`config.mk`:
```
export PLATFORM = sky130hd
export DESIGN_NAME = rca_word_sequencer
export DESIGN_NICKNAME = d
export VERILOG_FILES = /design/src/rtl/rca_word_sequencer.sv
export SDC_FILE = /design/constraint.sdc
export NUM_CORES = 1
export LEC_CHECK = 0
export CAP_MARGIN = 20
export CORE_MARGIN = 5
export CORE_UTILIZATION = 70
export CTS_BUF_LIST = sky130_fd_sc_hd__clkbuf_2 sky130_fd_sc_hd__clkbuf_4 sky130_fd_sc_hd__clkbuf_8
export DETAILED_ROUTE_END_ITERATION = 12
export DONT_BUFFER_PORTS = 1
export GPL_TIMING_DRIVEN = 0
export PLACE_DENSITY = 0.86
export SLEW_MARGIN = 15
export SYNTH_ARGS = -nofsm -noshare
export SYNTH_HDL_FRONTEND = slang
export SYNTH_SLANG_ARGS = --single-unit
```
`constraint.sdc`:
```
create_clock -name clk -period 7.8 [get_ports clk]
set_input_delay 1.17 -clock clk [delete_from_list [all_inputs] [get_ports clk]]
set_output_delay 1.17 -clock clk [all_outputs]
set_load 0.02 [all_outputs]
```
`src/rtl/rca_word_sequencer.sv`:
```
// rtl/rca_word_sequencer.sv - WIDTH-bit add/sub sequenced over one SLICE-bit ripple-carry slice
// Processes one slice per clock from LSB to MSB; carry between slices is held in r_carry.
module rca_word_sequencer #(
  parameter int WIDTH = 16,
  parameter int SLICE = 4
) (
  input  logic             clk,
  input  logic             rst,
  input  logic             start_valid,
  output logic             start_ready,
  input  logic [WIDTH-1:0] op_a,
  input  logic [WIDTH-1:0] op_b,
  input  logic             cin,
  input  logic             sub,
  output logic             res_valid,
  input  logic             res_ready,
  output logic [WIDTH-1:0] res_sum,
  output logic             res_cout,
  output logic             res_ovf,
  output logic             busy
);

  localparam int NSLICE = WIDTH / SLICE;
  localparam int IW     = (NSLICE > 1) ? $clog2(NSLICE) : 1;
  localparam logic [IW-1:0] LAST_IDX = IW'(NSLICE - 1);

  typedef enum logic [1:0] {S_IDLE, S_RUN, S_DONE} state_t;

  state_t           r_state;
  state_t           w_next;
  logic             w_accept;
  logic             w_last;

  logic [WIDTH-1:0] r_a;
  logic [WIDTH-1:0] r_b;
  logic             r_carry;
  logic [IW-1:0]    r_idx;
  logic [WIDTH-1:0] r_sum;
  logic             r_cout;
  logic             r_ovf;

  logic [SLICE-1:0] w_sa;
  logic [SLICE-1:0] w_sb;
  logic [SLICE-1:0] w_ss;
  logic [SLICE-1:0] w_p;
  logic [SLICE-1:0] w_g1;
  logic [SLICE-1:0] w_g2;
  logic [SLICE:0]   w_c;
  logic             w_cmsb;

  always_ff @(posedge clk or posedge rst) begin
    if (rst) r_state <= S_IDLE;
    else     r_state <= w_next;
  end

  always_comb begin
    w_next   = r_state;
    w_accept = 1'b0;
    w_last   = 1'b0;
    case (r_state)
      S_IDLE: if (start_valid) begin
        w_accept = 1'b1;
        w_next   = S_RUN;
      end
      S_RUN: if (r_idx == LAST_IDX) begin
        w_last = 1'b1;
        w_next = S_DONE;
      end
      S_DONE: if (res_ready) w_next = S_IDLE;
      default: w_next = S_IDLE;
    endcase
  end

  // Ripple slice: each full adder is two half adders plus an OR of their carries.
  assign w_sa   = r_a[r_idx*SLICE +: SLICE];
  assign w_sb   = r_b[r_idx*SLICE +: SLICE];
  assign w_c[0] = r_carry;

  for (genvar gi = 0; gi < SLICE; gi++) begin : g_fa
    assign w_p[gi]    = w_sa[gi] ^ w_sb[gi];
    assign w_g1[gi]   = w_sa[gi] & w_sb[gi];
    assign w_ss[gi]   = w_p[gi] ^ w_c[gi];
    assign w_g2[gi]   = w_p[gi] & w_c[gi];
    assign w_c[gi+1]  = w_g1[gi] | w_g2[gi];
  end

  assign w_cmsb = w_ss[SLICE-1] ^ w_sa[SLICE-1] ^ w_sb[SLICE-1];

  always_ff @(posedge clk or posedge rst) begin
    if (rst) begin
      r_a     <= '0;
      r_b     <= '0;
      r_carry <= 1'b0;
      r_idx   <= '0;
      r_sum   <= '0;
      r_cout  <= 1'b0;
      r_ovf   <= 1'b0;
    end else if (w_accept) begin
      r_a     <= op_a;
      r_b     <= sub ? ~op_b : op_b;
      r_carry <= sub | cin;
      r_idx   <= '0;
    end else if (r_state == S_RUN) begin
      r_sum[r_idx*SLICE +: SLICE] <= w_ss;
      r_carry <= w_c[SLICE];
      r_idx   <= w_last ? '0 : r_idx + IW'(1);
      if (w_last) begin
        r_cout <= w_c[SLICE];
        r_ovf  <= w_cmsb ^ w_c[SLICE];
      end
    end
  end

  assign start_ready = (r_state == S_IDLE);
  assign res_valid   = (r_state == S_DONE);
  assign busy        = (r_state != S_IDLE);
  assign res_sum     = r_sum;
  assign res_cout    = r_cout;
  assign res_ovf     = r_ovf;

endmodule
```
* Yosys cells after proc, flatten, opt, wreduce, memory -nomap -nowiden
Cells that the tools add are included.
** Storage, ports and cells
- Input bits :: 38
- Output and inout bits :: 21
- Logic and storage cells :: 67
- Bits in registers :: 55
** Cells by class
- Eq/ne operators :: 6
- $add $sub $neg :: 2
- Reduce and logical (&&, ||, !) cells :: 6
- Bitwise logic cells :: 26
- Mux-type cells :: 15
- Shifts and indexed selects :: 4
** Operators with widths (count)
- negation 4 -> 34 bit :: 1
- variable shift 4 x 34 -> 16 bit, first input constant :: 1
- variable part select 4 x 34 -> 16 bit :: 1
- variable part select 16 x 5 -> 4 bit :: 2
- bitwise mux 16 bit :: 1
- 2-to-1 mux 16 bit :: 1
- NOT 16 bit :: 1
- 2-to-1 mux 2 bit :: 6
- bitwise XOR 1 bit :: 11
- bitwise AND 1 bit :: 8
- 2-to-1 mux 1 bit :: 6
- case mux 2 bit (3 select lines) :: 1
- AND reduction 3 bit :: 2
- bitwise OR 1 bit :: 5
- equality test 2 bit, second input constant :: 2
- != test 2 bit, second input constant :: 2
- nonzero test 2 bit :: 2
- adder 2 x 1 -> 2 bit, second input constant :: 1
- equality test 2 x 1 -> 1 bit, second input constant :: 1
- logical NOT 2 bit :: 1
- != test 2 x 1 -> 1 bit, second input constant :: 1
- AND reduction 2 bit :: 1
- NOT 1 bit :: 1

* Longest topological paths before layout
Gate-level depths: netlist of the first run.
- Depth in word-level cells :: 12
- Depth in mapped cells :: 12
- Depth with buffers taken out :: 10

* Worst setup path before layout of the first run
No wires, ideal clock.
- Path type :: register to register
- Start :: register r_idx[0]
- End :: register r_ovf, in the netlist res_ovf
- Path slack :: 4585 ps
- Path buffers :: 2
- Arrival :: 3139 ps
- Stages on the path, launching flop included :: 13
- Cell sequence :: dfrtp_1 -> buf_6 -> buf_2 -> mux4_2 -> fa_1 -> inv_1 -> fa_1 -> fa_1 -> inv_1 -> fa_1 -> xor2_1 -> xnor3_1 -> o21ai_1
** On the way
- Word-level cells in the longest chain between the ends :: 12
- Elaborated cells between the ends (all ways) :: 26
- Classes of those cells :: 1 x eq/ne; 2 x shift; 2 x mux; 20 x bitwise; 1 x reduce/logical
** Ends and longest elaborated chain
- start, declared :: RTL line 37 : logic [IW-1:0] r_idx;
- start signal, assigned :: RTL line 106 : r_idx <= w_last ? '0 : r_idx + IW'(1);
- variable part select 16 x 5 -> 4 bit, on equally long branches :: RTL line 75, 76
- bitwise XOR 1 bit :: RTL line 80 : assign w_p[gi] = w_sa[gi] ^ w_sb[gi];
- bitwise AND 1 bit :: RTL line 83 : assign w_g2[gi] = w_p[gi] & w_c[gi];
- bitwise OR 1 bit :: RTL line 84 : assign w_c[gi+1] = w_g1[gi] | w_g2[gi];
- bitwise AND 1 bit :: RTL line 83
- bitwise OR 1 bit :: RTL line 84
- bitwise AND 1 bit :: RTL line 83
- bitwise OR 1 bit :: RTL line 84
- bitwise XOR 1 bit :: RTL line 82 : assign w_ss[gi] = w_p[gi] ^ w_c[gi];
- bitwise XOR 1 bit (2 in a row) :: RTL line 87 : assign w_cmsb = w_ss[SLICE-1] ^ w_sa[SLICE-1] ^ w_sb[SLICE-1];
- bitwise XOR 1 bit :: RTL line 109 : r_ovf <= w_cmsb ^ w_c[SLICE];
- end signal, assigned :: RTL line 109
- end, declared :: RTL line 40 : logic r_ovf;
Several ways; a longest one is shown, not always the timed one.
A chain may end at the register's enable or synchronous reset.

* Final worst setup path of the first run
Same ends and word-level chain as after synthesis.

==> results of run 1 <==
## per-layer routing
metal	part of all wire (%)	vias up
met1	39	905
met2	53	48
met4	1.7	0
li1	-	854
met3	5.4	10
met5	0	-
## stage by stage
stage          instances  worst slack (ns)  utilization (%)  hold WS, ns  total power, mW
2_1_floorplan        251              4.58                -        0.440             1.02
3_3_place_gp         299              4.28             74.8        0.454             1.17
4_1_cts              307              4.16             78.2        0.483             1.38
3_5_place_dp         300              4.20             75.3        0.462             1.20
5_1_grt              307              4.00             78.2        0.509             1.48
6_report             307              4.19             78.2        0.484             1.38
## power breakdown
group	total, mW	switching [mW]	internal, mW
sequential	0.515	0.109	0.406
clock	0.181	0.0838	0.0976
combinational	0.680	0.388	0.293
total	1.38	0.581	0.796
## area by class of cell
cell class | count | area share (%)
Sequential cell | 55 | 47.7
Multi-Input combinational cell | 172 | 42.0
Clock buffer | 6 | 2.65
Buffer | 14 | 2.47
Tap cell | 48 | 2.08
Inverter | 10 | 1.30
Clock inverter | 1 | 1.04
Timing Repair Buffer | 1 | 0.694
## flip-flops by register name, indices dropped and copies added, names as in the netlist
register and cells:
res_sum 16, res_ovf 1, r_idx 2, r_state 2, r_b 16, res_cout 1
r_a 16, r_carry 1
## worst max-delay path: cells and delay by family, from the launching register on
kind | cells | cell delay, ns
AOI/OAI and AO/OA | 1 | 0.12
buffers and inverters | 4 | 0.60
adders and majority gates | 4 | 1.39
DFF | 1 | 0.44
xor gates and xnor gates | 2 | 0.44
muxes | 1 | 0.56
## Yosys cell counts (all sizes together)
cell     count
or2          1
nor3b        1
xnor2       16
or4          1
buf          8
nor4b        2
or3b         1
nand2       74
nand3b       4
or3          1
dfrtp       55
ha           6
nor2b        2
mux2         1
inv         10
or4b         2
fa           4
nor4         1
xor2         1
nand3        4
xnor3        1
nor3         1
a22o         8
nand2b       3
o31ai        1
mux4         8
o21ai       24
o2bb2ai      4
clkbuf       6
## worst max-delay path by stage
| stage | start | endpoint | slack (ns) | cells past startpoint |
|---|---|---|---|---|
| 3_3_place_gp | r_idx[0]$_DFFE_PP0P_ | res_ovf$_DFFE_PP0P_ | 4.28 | 12 |
| 5_1_grt | r_idx[0]$_DFFE_PP0P_ | res_ovf$_DFFE_PP0P_ | 4.00 | 12 |
| 2_1_floorplan | r_idx[0]$_DFFE_PP0P_ | res_ovf$_DFFE_PP0P_ | 4.58 | 12 |
| 6_report | r_idx[0]$_DFFE_PP0P_ | res_ovf$_DFFE_PP0P_ | 4.19 | 12 |
| 4_1_cts | r_idx[0]$_DFFE_PP0P_ | res_ovf$_DFFE_PP0P_ | 4.16 | 12 |
| 3_5_place_dp | r_idx[0]$_DFFE_PP0P_ | res_ovf$_DFFE_PP0P_ | 4.20 | 12 |
## kinds of logic after synthesis
family | count (synthesis) | synth area share, %
and+or+nand+nor | 98 | 17.1
DFF | 55 | 51.0
muxes | 9 | 7.10
adders and majority gates | 10 | 5.75
buffers and inverters | 24 | 4.04
AOI/OAI and AO/OA | 37 | 8.63
xor gates and xnor gates | 18 | 6.35
==> run_results.csv, run 1 <==
group,metric,value,unit
logic_synthesis,synth.area.top_cells,"dfrtp_1, nand2_1, mux4_2",
critical_path,max_stage_delay,0.65,ns
detailed_routing,drt_iter0_markers,96,
global_routing,grt-ovfl-total,0,
sta,fin_crit_sh,46.3,%
logic_synthesis,ys_warn_count,0,
critical_path,critical-path-slowest-cell,"fa_1",
placement,placed_cell_area,2780,um^2
clocking,clock-sinks,55,
critical_path,cp_common_cell,"fa_1",
sta,slew-limit-headroom,60.1,%
global_routing,use_met2,37.6,%
finish,multi_input_area,1210,um^2
clocking,postCtsHoldBufs,0,
logic_synthesis,ys_ff_latch,55,
clocking,path_clk_slew,0.09,ns
critical_path,required,8.03,ns
clocking,cts-buffers-inserted,5,
floorplanning,die-area,5200,um^2
logic_synthesis,synth.net_count,299,
critical_path,rrSetupSlack,4.19,ns
sta,finClkSkew,0.00556,ns
hold_path,worstHoldPathType,"register to register",
detailed_routing,ant_nets,0,
global_routing,antenna_found_initial,0,
sta,rsz0062_at_grt,"false",
finish,antenna_cells,0,
global_routing,grt.total_usage,22.2,%
critical_path,end_kind,"register",
clocking,cts_setup_buffers,0,
flow_run,drv_cap,0,
logic_synthesis,yosys.cell_types.count,33,
run_status,outcome,"completed",
floorplanning,start_util,73.1,%
floorplanning,die_w,72.1,um
global_routing,grt_pass1_vias,1849,
sta,min_period,3.61,ns
logic_synthesis,yosysSeqAreaShare,51.0,%
detailed_routing,via_per_inst,5.92,
hold_path,hold_end,"r_a[6]$_DFFE_PP0P_",
logic_synthesis,synth_cells,251,
sta,setup_viol,0,
placement,numPortBuffers,0,
clocking,clkLatencyLatePin,0.30,ns
floorplanning,core_area,3690,um^2
critical_path,startpoint_type,"register",
finish,nets,307,
pwr,p_leak,1.36,nW
pwr,p_per_area,477,nW/um^2
logic_synthesis,netlist_area,2700,um^2
placement,gp_congestion,0.797,
critical_path,critical_path_arrival,3.84,ns
clocking,post_cts_resized,0,
clocking,cts_max_level,2,
finish,n_fill_cell,257,
placement,dpl.hpwl,4080,um
critical_path,r2r_start,"r_idx[0]$_DFFE_PP0P_",
detailed_routing,num_vias,1817,
floorplanning,io_pins,59,
critical_path,cp_max_fo,10,
finish,drive_gt1_share,11.2,%
detailed_routing,first_pass_iters,4,
floorplanning,chipHeight,72.1,um
clocking,clk_path_buf_depth,2,
critical_path,rr_endpoint,"res_ovf$_DFFE_PP0P_",
global_routing,grt_max_degree,32,
critical_path,reg2reg_depth,12,
critical_path,crit_chain,"buf_6 > buf_2 > mux4_2 > fa_1 > inv_1 > fa_1 > fa_1 > inv_1 > fa_1 > xor2_1 > xnor3_1 > o21ai_1",
critical_path,critPathKind,"register to register",
finish,regArea,1380,um^2
sta,final-hold-violation-count,0,
finish,syn2layout_area_growth,6.91,%
sta,drv_slew,0,
finish,final_common_cell,"nand2_1",
hold_path,min_path_cells,2,
logic_synthesis,synth.avg_cell_area,10.7,um^2
finish,stdcell_area,2880,um^2
global_routing,grt_use_met1,27.3,%
global_routing,grt.busiest_layer,"met2",
sta,setup_tns,0,ns
detailed_routing,drc_errors,0,
clocking,clock-root-buffer,"clkbuf_8",
logic_synthesis,synth_largest_area_cell,"dfrtp_1",
finish,mostFrequentLayoutCells,"nand2_1, dfrtp_1, o21ai_0",
logic_synthesis,synth_top_area_share,51.0,%
global_routing,use_met3,5.26,%
detailed_routing,drt-total-wl,5290,um
pwr,worst_ir_drop_vdd,326,uV
sta,max_freq,277,MHz
floorplanning,rows,22,
hold_path,worstHoldStart,"r_a[6]$_DFFE_PP0P_",
sta,worst_pin_slew,0.596,ns
clocking,cts_tree,"done",
global_routing,grt_pass1_wl,8710,um
detailed_routing,avgRoutedWirePerCell,17.2,um
Note: power is estimated with default switching activity, not from simulation.
==> run 2, diff against run 1 <==
- CORE_UTILIZATION: 70 -> 59
- PLACE_DENSITY: 0.86 -> 0.78
- clock period: 7.8 -> 3 ns (I/O delays scaled with it)
==> run_results.csv, run 2 (same netlist as run 1, synthesis figures left out) <==
group,metric,value,unit
run_status,outcome,"complete, but fails checks",
run_status,violations,"negative setup slack",
critical_path,startpoint_type,"register",
clocking,clock-root-buffer,"clkbuf_8",
detailed_routing,avgRoutedWirePerCell,17.0,um
critical_path,critical_path_arrival,3.26,ns
placement,dpl.hpwl,3900,um
placement,gp_congestion,0.802,
sta,setup_tns,-0.0125,ns
pwr,total_power,3.77,mW
finish,nets,311,
finish,stdcell_area,2960,um^2
placement,dp.cells,304,
sta,finClkSkew,0.00745,ns
clocking,cts_max_level,2,
clocking,path_clk_slew,0.10,ns
clocking,cts_tree,"done",
floorplanning,chipHeight,77.6,um
floorplanning,rows,24,
pwr,p_per_area,1270,nW/um^2
sta,whs,0.00240,ns
global_routing,antenna_found_initial,0,
floorplanning,start_util,61.5,%
global_routing,grt_pass1_vias,1789,
detailed_routing,drt_iter0_markers,89,
finish,final_util,67.5,%
floorplanning,core_area,4380,um^2
sta,rsz0062_at_grt,"true",
placement,numPortBuffers,0,
sta,fin_crit_sh,100,%
finish,final_common_cell,"nand2_1",
detailed_routing,first_pass_iters,4,
clocking,postCtsHoldBufs,0,
clocking,clock-sinks,55,
floorplanning,die_w,77.6,um
global_routing,grt-ovfl-total,0,
clocking,clkLatencyLatePin,0.32,ns
placement,placed_cell_area,2800,um^2
critical_path,critical-path-slowest-cell,"fa_2",
critical_path,required,3.25,ns
sta,drv_slew,0,
global_routing,grt_max_degree,37,
sta,final-hold-violation-count,0,
finish,finalNonFillerCells,316,
clocking,cts-buffers-inserted,5,
finish,syn2layout_area_growth,9.69,%
sta,slew-limit-headroom,60.9,%
hold_path,worstHoldPathType,"primary input to async pin",
pwr,worst_ir_drop_vdd,567,uV
clocking,clk_path_buf_depth,2,
critical_path,end_kind,"register",
critical_path,cp_common_cell,"fa_2",
sta,worst_pin_slew,0.584,ns
flow_run,drv_cap,0,
sta,min_period,3.01,ns
critical_path,cp_max_fo,4,
sta,setup_viol,1,
placement,dp_slack,-0.402,ns
detailed_routing,drc_errors,0,
global_routing,grt.total_usage,18.5,%
sta,max_freq,332,MHz
floorplanning,die-area,6020,um^2
detailed_routing,via_per_inst,5.62,
detailed_routing,num_vias,1776,
detailed_routing,ant_nets,0,
critical_path,crit_chain,"buf_12 > mux4_2 > fa_2 > inv_2 > fa_2 > fa_1 > inv_1 > fa_2 > xor2_1 > xnor3_1 > o21ai_2",
sta,fin_ws,-0.0125,ns
pwr,p_leak,1.39,nW
finish,antenna_cells,0,
global_routing,grt_pass1_wl,8700,um
floorplanning,io_pins,59,
finish,drive_gt1_share,14.8,%
detailed_routing,drt-total-wl,5360,um
critical_path,max_stage_delay,0.54,ns
finish,mostFrequentLayoutCells,"nand2_1, dfrtp_1, o21ai_0",
critical_path,critPathKind,"register to register",
-- run 2: cell count changes in the layout (fill, tap and decap cells not counted) --
| cell | change |
|---|---|
| fa_1 | -3 |
| buf_2 | -2 |
| clkbuf_4 | -1 |
| clkbuf_8 | +1 |
| inv_1 | -1 |
| o21ai_1 | -1 |
| inv_6 | +1 |
| buf_4 | +6 |
| buf_6 | -1 |
| buf_12 | +1 |
| o21ai_2 | +1 |
| fa_2 | +3 |
| inv_2 | +1 |
-- run 2: report_power, final --
group	internal (mW)	switching, mW	leakage [nW]
registers	1.05	0.280	0.704
clock network	0.275	0.245	0.0618
logic	0.874	1.04	0.624
-- run 2: final timing paths --
path	from	endpoint	slack, ns	cells past startpoint
hold reg to reg	r_a[10]$_DFFE_PP0P_	r_a[10]$_DFFE_PP0P_	0.48	2
setup / recovery	r_idx[0]$_DFFE_PP0P_	res_ovf$_DFFE_PP0P_	-0.01	11
max in group asynchronous	rst	r_b[7]$_DFFE_PP0P_	2.47	2
setup reg to reg	r_idx[0]$_DFFE_PP0P_	res_ovf$_DFFE_PP0P_	-0.01	11
hold / removal	rst	r_a[8]$_DFFE_PP0P_	0.002	1
min in group clk	op_a[10]	r_a[10]$_DFFE_PP0P_	0.23	2
-- run 2: final cells by class --
cell class                      instances  area [um^2]
Inverter                               10         37.5
Fill cell                             338         1430
Timing Repair Buffer                    6         57.6
Multi-Input combinational cell        172         1220
Sequential cell                        55         1380
Clock inverter                          2         38.8
Clock buffer                            6         82.6
Buffer                                 13         77.6
Tap cell                               52         65.1
-- run 2: worst max-delay path: cells and delay by family (launching register included) --
kind | cells | cell delay, ns
adder cells (fa/ha/maj) | 4 | 1.26
AO/OA/AOI/OAI | 1 | 0.11
XOR/XNOR | 2 | 0.40
buffers and inverters | 3 | 0.24
flip-flops | 1 | 0.40
multiplexers | 1 | 0.52
-- run 2: repair_timing --
action / in CTS / in global routing
setup endpoints to repair: 5 / 1
resized for setup: 4 / 1
pin swaps: 2 / 0
setup buffers: 5 / 0
-- run 2: routing by layer --
layer,wire length [um],global-route usage (%)
met2,2660,30.2
met3,387,4.98
met5,0,0
met4,68,6.53
met1,2240,23.7
